[config.mk]
export PLATFORM = sky130hd
export DESIGN_NAME = cache_mem_arbiter
export DESIGN_NICKNAME = d
export VERILOG_FILES = /design/src/rtl/cache_pkg.sv /design/src/rtl/arb_burst_counter.sv /design/src/rtl/cache_mem_arbiter.sv
export SDC_FILE = /design/constraint.sdc
export NUM_CORES = 1
export LEC_CHECK = 0
export CAP_MARGIN = 0
export CORE_MARGIN = 2
export CORE_UTILIZATION = 23
export CTS_BUF_LIST = sky130_fd_sc_hd__clkbuf_16
export DETAILED_ROUTE_END_ITERATION = 16
export PLACE_DENSITY_LB_ADDON = 0.2
export SLEW_MARGIN = 20
export SYNTH_ARGS = -nofsm -noshare
export SYNTH_HDL_FRONTEND = slang
export SYNTH_SLANG_ARGS = --single-unit
[constraint.sdc]
create_clock -name clk -period 1.1 [get_ports clk]
set_input_delay 0.11 -clock clk [delete_from_list [all_inputs] [get_ports clk]]
set_output_delay 0.11 -clock clk [all_outputs]
set_load 0.02 [all_outputs]
[src/rtl/cache_pkg.sv]
// Shared types and constants for the cache fill FSMs and the memory arbiter.
package cache_pkg;

  typedef enum logic [1:0] {
    IDLE   = 2'd0,
    WRITE  = 2'd1,
    FILL_D = 2'd2,
    FILL_I = 2'd3
  } arb_state_t;

  localparam int BLOCK_WORDS = 8;
  localparam int MEM_LAT     = 4;

endpackage

[src/rtl/arb_burst_counter.sv]
// Saturating burst counter with synchronous clear; one instance counts issues, one counts returns.
module arb_burst_counter #(
  parameter int LIMIT = 8,
  parameter int CNT_W = $clog2(LIMIT) + 1
) (
  input  logic             clk,
  input  logic             rst,
  input  logic             clr,
  input  logic             inc,
  output logic [CNT_W-1:0] count
);

  logic [CNT_W-1:0] count_r;

  // Clear wins over increment; the count holds at LIMIT instead of wrapping
  always_ff @(posedge clk) begin
    if (rst || clr) begin
      count_r <= '0;
    end else if (inc && (count_r < CNT_W'(LIMIT))) begin
      count_r <= count_r + CNT_W'(1);
    end else begin
      count_r <= count_r;
    end
  end

  assign count = count_r;

endmodule

[src/rtl/cache_mem_arbiter.sv]
// Arbitrates main memory between I-fill, D-fill and D write-through stores; a granted fill owns
// memory for its whole burst. Define CACHE_ARB_RR_EN to alternate between pending fills.
module cache_mem_arbiter
  import cache_pkg::*;
#(
  parameter int ADDR_W      = 16,
  parameter int DATA_W      = 16,
  parameter int BLOCK_WORDS = cache_pkg::BLOCK_WORDS
) (
  input  logic              clk,
  input  logic              rst,
  input  logic              i_fill_req,
  input  logic [ADDR_W-1:0] i_fill_addr,
  output logic              i_grant,
  output logic              i_data_valid,
  input  logic              d_fill_req,
  input  logic [ADDR_W-1:0] d_fill_addr,
  output logic              d_grant,
  output logic              d_data_valid,
  input  logic              d_wr_req,
  input  logic [ADDR_W-1:0] d_wr_addr,
  input  logic [DATA_W-1:0] d_wr_data,
  output logic              d_wr_ack,
  output logic [DATA_W-1:0] fill_data,
  output logic              mem_en,
  output logic              mem_wr,
  output logic [ADDR_W-1:0] mem_addr,
  output logic [DATA_W-1:0] mem_wdata,
  input  logic [DATA_W-1:0] mem_rdata,
  input  logic              mem_rvalid
);

  localparam int CNT_W = $clog2(BLOCK_WORDS) + 1;

  arb_state_t       state_r;
  arb_state_t       state_nxt_s;
  logic [CNT_W-1:0] issue_cnt_s;
  logic [CNT_W-1:0] ret_cnt_s;
  logic             fill_s;
  logic             issuing_s;
  logic             ret_inc_s;
  logic             fill_last_s;
  logic             pick_i_s;

  assign fill_s      = (state_r == FILL_D) || (state_r == FILL_I);
  assign issuing_s   = fill_s && (issue_cnt_s < CNT_W'(BLOCK_WORDS));
  assign ret_inc_s   = fill_s && mem_rvalid;
  assign fill_last_s = ret_inc_s && (ret_cnt_s == CNT_W'(BLOCK_WORDS - 1));
  assign fill_data   = mem_rdata;

  arb_burst_counter #(.LIMIT(BLOCK_WORDS), .CNT_W(CNT_W)) u_issue_cnt (
    .clk   (clk),
    .rst   (rst),
    .clr   (fill_last_s),
    .inc   (issuing_s),
    .count (issue_cnt_s)
  );

  arb_burst_counter #(.LIMIT(BLOCK_WORDS), .CNT_W(CNT_W)) u_ret_cnt (
    .clk   (clk),
    .rst   (rst),
    .clr   (fill_last_s),
    .inc   (ret_inc_s),
    .count (ret_cnt_s)
  );

`ifdef CACHE_ARB_RR_EN
  logic last_i_r;

  // Remembers which side the last completed fill served; resets as if I went last so D goes first
  always_ff @(posedge clk) begin
    if (rst) begin
      last_i_r <= 1'b1;
    end else if (fill_last_s) begin
      last_i_r <= (state_r == FILL_I);
    end else begin
      last_i_r <= last_i_r;
    end
  end

  assign pick_i_s = i_fill_req && (!d_fill_req || !last_i_r);
`else
  assign pick_i_s = i_fill_req && !d_fill_req;
`endif

  // State register
  always_ff @(posedge clk) begin
    if (rst) begin
      state_r <= IDLE;
    end else begin
      state_r <= state_nxt_s;
    end
  end

  // Next-state and memory command decode; returns outside a fill are dropped
  always_comb begin
    state_nxt_s  = state_r;
    i_grant      = 1'b0;
    d_grant      = 1'b0;
    i_data_valid = 1'b0;
    d_data_valid = 1'b0;
    d_wr_ack     = 1'b0;
    mem_en       = 1'b0;
    mem_wr       = 1'b0;
    mem_addr     = '0;
    mem_wdata    = '0;
    case (state_r)
      IDLE: begin
        if (d_wr_req) begin
          state_nxt_s = WRITE;
        end else if (pick_i_s) begin
          state_nxt_s = FILL_I;
        end else if (d_fill_req) begin
          state_nxt_s = FILL_D;
        end else begin
          state_nxt_s = IDLE;
        end
      end
      WRITE: begin
        mem_en      = 1'b1;
        mem_wr      = 1'b1;
        mem_addr    = d_wr_addr;
        mem_wdata   = d_wr_data;
        d_wr_ack    = 1'b1;
        state_nxt_s = IDLE;
      end
      FILL_D: begin
        d_grant      = 1'b1;
        d_data_valid = mem_rvalid;
        mem_en       = issuing_s;
        mem_addr     = issuing_s ? d_fill_addr : '0;
        state_nxt_s  = fill_last_s ? IDLE : FILL_D;
      end
      FILL_I: begin
        i_grant      = 1'b1;
        i_data_valid = mem_rvalid;
        mem_en       = issuing_s;
        mem_addr     = issuing_s ? i_fill_addr : '0;
        state_nxt_s  = fill_last_s ? IDLE : FILL_I;
      end
      default: begin
        state_nxt_s = IDLE;
      end
    endcase
  end

endmodule
# Word level (Yosys, flattened, before mapping)
# Index checks and enable logic that the tools add are counted.
[totals] regBits=10 out_inout_bits=55 wordCells=38
[classes] n_addsub=2 magnitude_cmp=2 n_eq_ne=4 n_mux=16 n_reduce_logical=11
[op_table] cell="2-to-1 mux 16 bit" n=3
[op_table] cell="one-hot mux 16 bit (3 select lines)" n=1
[op_table] cell="2-to-1 mux 2 bit" n=5
[op_table] cell="adder 4 x 1 -> 4 bit, second input constant" n=2
[op_table] cell="less-than comparator 4 bit, second input constant" n=2
[op_table] cell="one-hot mux 2 bit (4 select lines)" n=1
[op_table] cell="logical AND 1 bit" n=6
[op_table] cell="2-to-1 mux 1 bit" n=5
[op_table] cell="== test 2 bit, second input constant" n=2
[op_table] cell="== test 4 x 3 -> 1 bit, second input constant" n=1
[op_table] cell="== test 2 x 1 -> 1 bit, second input constant" n=1
[op_table] cell="logical NOT 2 bit" n=1
[op_table] cell="logical OR 1 bit" n=2
[op_table] cell="one-hot mux 1 bit (2 select lines)" n=1
[op_table] cell="OR reduction 2 bit" n=1
[op_table] cell="logical NOT 1 bit" n=1

# Longest topological paths before layout
[logic_depth] word_depth=6 ltp_mapped=4 ltp_nobuf=4

# By module
# A second synthesis with hierarchy kept.
[unflattened] hier_cells=140 area_unflattened_um2=1059.8
[by_module_without_submodules] module="cache_mem_arbiter" instances=1 cells_per_inst=110 area_per_inst_um2=709.4 seq_area_each_um2=40.0
[by_module_without_submodules] module="arb_burst_counter" instances=2 cells_per_inst=15 area_per_inst_um2=175.2 seq_area_each_um2=80.1

# Worst setup path after synthesis
# OpenSTA, ideal clock, no wires.
[synth_path] kind="reg2out" from="register u_issue_cnt.count_r[3] (netlist: u_issue_cnt.count[3])" to="output port mem_addr[12]" arrival_time_ns=1.082 setup_slack_ns=-0.092 stages_incl_launch_ff=4 path_buffers=1 cell_sequence="dfxtp_1 > nand2b_1 > buf_2 > o21ai_0"
[synth_via] elab_chain_cells=4 elab_cells_between_ends=5 classes_between="order compare (1); mux (3); reduce/logical (1)"
[synth_lines] item="start, declared" line="arb_burst_counter.sv:13" text="logic [CNT_W-1:0] count_r;"
[synth_lines] item="start signal, assigned" line="arb_burst_counter.sv:20" text="count_r <= count_r + CNT_W'(1);"
[synth_lines] item="start signal, assigned" line="arb_burst_counter.sv:22" text="count_r <= count_r;"
[synth_lines] item="less-than comparator 4 bit *" line="cache_mem_arbiter.sv:46" text="assign issuing_s = fill_s && (issue_cnt_s < CNT_W'(BLOCK_WORDS));"
[synth_lines] item="logical AND 1 bit *" line="cache_mem_arbiter.sv:46"
[synth_lines] item="2-to-1 mux 16 bit (on tied branches)" line="cache_mem_arbiter.sv:138, cache_mem_arbiter.sv:131"
[synth_lines] item="one-hot mux 16 bit (3 select lines) *" line="cache_mem_arbiter.sv:107" text="case (state_r)"
[synth_lines] item="end, declared" line="cache_mem_arbiter.sv:27" text="output logic [ADDR_W-1:0] mem_addr,"
# Every way passes the cells marked *; elsewhere a longest branch is shown, timed or not.

# Final worst setup path
[layout_path] from="register state_r[1]" to="output port mem_addr[4]"
[layout_via] elab_chain_cells=5 elab_cells_between_ends=8 classes_between="eq/ne (3); mux (3); reduce/logical (2)"
[layout_lines] item="start, declared" line="cache_mem_arbiter.sv:35" text="arb_state_t state_r;"
[layout_lines] item="start signal, assigned" line="cache_mem_arbiter.sv:91" text="state_r <= state_nxt_s;"
[layout_lines] item="== test 2 bit" line="cache_mem_arbiter.sv:45, cache_mem_arbiter.sv:107"
[layout_lines] item="logical OR 1 bit" line="cache_mem_arbiter.sv:45" text="assign fill_s = (state_r == FILL_D) || (state_r == FILL_I);"
[layout_lines] item="logical AND 1 bit" line="cache_mem_arbiter.sv:46"
[layout_lines] item="2-to-1 mux 16 bit (on tied branches)" line="cache_mem_arbiter.sv:138, cache_mem_arbiter.sv:131"
[layout_lines] item="one-hot mux 16 bit (3 select lines) *" line="cache_mem_arbiter.sv:107"
# Marks and branches as above.

==> PnR_summary.wiki <==
{| class="wikitable"
! Metric !! Value
|-
| Overflow after GRT || 0
|-
| # setup viols final || 47
|-
| Avg Inst Size Synth || 7.65 um2
|-
| Summed instance area of the synthesized netlist || 1080 um2
|-
| First-pass DRT Iterations || 4
|-
| Highest attainable clock frequency || 715 MHz
|-
| LEAKAGE || 0.00107 uW
|-
| Vias in the first global route || about 1.3k
|-
| Number of sinks handled by clock tree synthesis || 10
|-
| Clock transition time at the flip-flop clock pins of the worst setup and hold paths || ~0.040 ns
|-
| Worst reg2reg path depth || 6
|-
| Data arrival time at the worst-slack endpoint || ~1.3 ns
|-
| Gate power share || between 50% and 60%
|-
| Number of nets at the end of the flow || around 340
|-
| Gate count of the mapped netlist || approximately 140
|-
| Number of flip-flops and latches in the synthesized netlist || 10
|-
| Post-synthesis share of cell area spent on full adders, half adders and majority gates || approximately 2.3%
|-
| Core Box Area || between 4000 and 5000 um2
|-
| H-tree depth reported by CTS || 1
|-
| DR DRC count || 0
|-
| Portion of the clock cycle consumed by the worst path in the final layout || 127%
|-
| Hold-fix buffers, CTS || 0
|-
| Antenna Diode Count || 0
|-
| Setup repair after global routing missed its margin || true
|-
| Initial core utilization || roughly a quarter
|-
| Pre-CTS setup slack || -0.511 ns
|-
| Critical register-to-register path endpoint || u_ret_cnt.count[2]
|-
| Final hold viol count || 0
|-
| Power density cells || roughly 900 nW/um2
|-
| Clk network pwr share || 27.6%
|-
| Period minus WS final || roughly 1.4 ns
|-
| Ratio of cells with drive above 1 in the final layout || 41.7%
|-
| Violated checks || setup timing
|-
| Run status || finished, violations left
|-
| Placer Congestion || 0.778
|-
| Wire length per cell || between 15 and 20 um
|-
| Total number of vias || between 1k and 1.5k
|-
| Hold Path Stages || 0
|-
| Least-Margin Pin Slew || roughly 0.22 ns
|-
| Number of buffer cells added on primary ports || around 110
|-
| Per-cell via count in the routed design || 4.47
|-
| Proportion of synthesized chip area in sequential cells || approximately 19%
|-
| Post-synthesis share of cell area spent on xor and xnor gates || under 10%
|-
| Post-Route Skew || 0.00150 ns
|-
| Capturing element type of the critical path || output pin
|-
| Switching share of total power || a little under a third
|-
| Area growth, synth to finish || 129%
|-
| Clock latency at the later pin of the worst-skew pair || 0.23 ns
|-
| Syn_nets || ~230
|-
| Worst supply voltage drop on vdd || about 1100 uV
|-
| Worst slew margin relative to its limit || 84.7%
|-
| Hold path startpoint || mem_rdata[0]
|-
| Boundary Pins || ~140
|-
| Switch Pwr || 672 uW
|-
| Setup slack after layout || -0.298 ns
|-
| Synth Area in Compound Gates || 13.7%
|-
| Number of max-slew violations in the final report || 0
|-
| Internal power summed over all cells || 1570 uW
|-
| Yosys warns || 0
|-
| Detailed placement HPWL || around 3700 um
|-
| Proportion of synthesized area in mux cells || between 10% and 20%
|-
| Residual antenna-violating net count after detailed routing || 0
|-
| Critical-path maximum fanout || 8
|-
| Synth Area in Simple Gates || roughly 27%
|-
| Total wire length after detailed routing || between 4000 and 5000 um
|-
| Root buffer cell || sky130_fd_sc_hd__clkbuf_16
|-
| Height of the chip || a little over 70 um
|-
| Largest buffer count on any clock path || 2
|-
| Main combinational cell family by area after synthesis || simple AND/OR/NAND/NOR gates
|-
| Register-to-register setup slack || -0.05 ns
|-
| Hold Path Class || in -> out
|-
| Worst endpoint required time || 0.99 ns
|-
| Die Span X || slightly above 70 um
|-
| Category of the most critical setup path || reg -> out
|-
| Worst r2r src || state_r[1]
|-
| TritonCTS clock tree || yes
|-
| Part of the total power dissipated in sequential elements || between 10% and 20%
|-
| Worst hold path endpoint || fill_data[0]
|-
| Pin count of the biggest net entering global routing || 18
|-
| Global-route wire length before repair || 6610 um
|-
| Number of max-cap violations || 0
|-
| CTS buffer count || 3
|-
| Area of the die || about 5300 um2
|-
| Initial antenna violation count || 0
|-
| Overall track demand over capacity in global routing || between 10% and 20%
|-
| Std cell rows || 24
|-
| Critical path startpoint category || flip-flop
|-
| Starting DRC count in detailed routing || 23
|-
| Worst hold-check slack || 0.220 ns
|-
| Count of unique library cells instantiated by Yosys || 27
|}
## synth_stat cells, drive strengths merged
master,n,share of area (%)
nand2b,2,1.2
nand4b,1,1.4
nand3b,2,1.4
nand3,1,0.46
inv,3,1.0
nor2,10,3.5
xor2,3,2.4
or2,1,0.58
buf,25,18
nand2,19,6.8
and2b,1,0.93
a21oi,3,1.7
ha,2,2.3
o21ai,17,7.9
o211ai,1,0.70
a41oi,2,1.6
and2,17,9.9
mux2i,18,17
and3,1,0.58
o21bai,1,1.7
dfxtp,10,19
nor2b,1,0.58
## timing repair
action	CTS	global route
cloned	0	1
setup endpoints to repair	47	49
buffers inserted	4	0
pin swaps	10	7
gates resized for setup	251	26
## worst max-delay path: stages (launching register included)
cell                        delay (ns)
sky130_fd_sc_hd__dfxtp_2          0.31
sky130_fd_sc_hd__and2b_4          0.31
sky130_fd_sc_hd__clkbuf_16        0.17
sky130_fd_sc_hd__nand2_2          0.05
sky130_fd_sc_hd__o21ai_1          0.07
sky130_fd_sc_hd__buf_4            0.15
## area by class of cell
cell class | count | area, um2
inverters | 3 | 11.3
flip-flops and latches | 10 | 206
multi-input cells | 103 | 786
fillers | 378 | 1970
repair buffers | 128 | 1330
well taps | 52 | 65.1
clock buffers | 3 | 75.1
## state kept, by name (all words and copies together), names as in the netlist
| register | count |
|---|---|
| state_r | 2 |
| u_issue_cnt.count | 4 |
| u_ret_cnt.count | 4 |
## power by group through the flow
stage | logic [uW] | registers [uW] | clock network (uW)
5_1_grt | 1290 | 405 | 641
3_3_place_gp | 1080 | 401 | 0
6_report | 1220 | 401 | 617
4_1_cts | 1160 | 401 | 629
3_5_place_dp | 1080 | 401 | 0
2_1_floorplan | 572 | 400 | 0
## layer usage
layer  track usage, %  share of wire, %
met1             17.8                38
met2             31.2                53
met3             5.28               9.6
met4             1.03                 0
met5                0                 0
## metrics by stage
step           TNS [ns]  area [um2]  util [%]  instances  total power [uW]
6_report          -9.66        2470      55.7        299              2240
5_1_grt          -11.75        2470      55.7        299              2340
4_1_cts           -9.96        2390      53.7        299              2190
3_5_place_dp     -20.69        2210      49.8        292              1480
3_3_place_gp     -20.54        2210      49.8        292              1480
2_1_floorplan    -0.553        1120         -        141               972
## how the worst max path moves through the flow
| stage | start | to | cells past startpoint |
|---|---|---|---|
| finish | state_r[1] | mem_addr[4] | 5 |
| global route | state_r[1] | mem_addr[10] | 5 |
| CTS | state_r[1] | mem_wdata[9] | 4 |
| detailed placement | state_r[1] | mem_wdata[9] | 4 |
| global placement | state_r[0] | mem_wdata[9] | 4 |
| floorplan | u_issue_cnt.count[3] | mem_addr[12] | 3 |
## logic make-up (layout without fill, tap and decap cells)
family | Yosys count | count (layout)
and+or+nand+nor | 56 | 56
DFF | 10 | 10
buffers and inverters | 28 | 134
AOI/OAI and AO/OA | 24 | 24
muxes | 18 | 18
adders and majority gates | 2 | 2
xor gates and xnor gates | 3 | 3
## cells in the final DEF, fill, tap and decap left out, types with 3 or more instances in the layout
cell / count
sky130_fd_sc_hd__and2_4: 14
sky130_fd_sc_hd__mux2i_1: 16
sky130_fd_sc_hd__dfxtp_1: 7
sky130_fd_sc_hd__nand2_1: 17
sky130_fd_sc_hd__buf_12: 4
sky130_fd_sc_hd__buf_4: 20
sky130_fd_sc_hd__clkbuf_16: 4
sky130_fd_sc_hd__xor2_1: 3
sky130_fd_sc_hd__o21ai_2: 11
sky130_fd_sc_hd__clkdlybuf4s50_1: 68
sky130_fd_sc_hd__buf_6: 34
sky130_fd_sc_hd__nor2_1: 9
sky130_fd_sc_hd__and2_1: 3
sky130_fd_sc_hd__o21ai_1: 5
(Power assumes the default switching activity.)
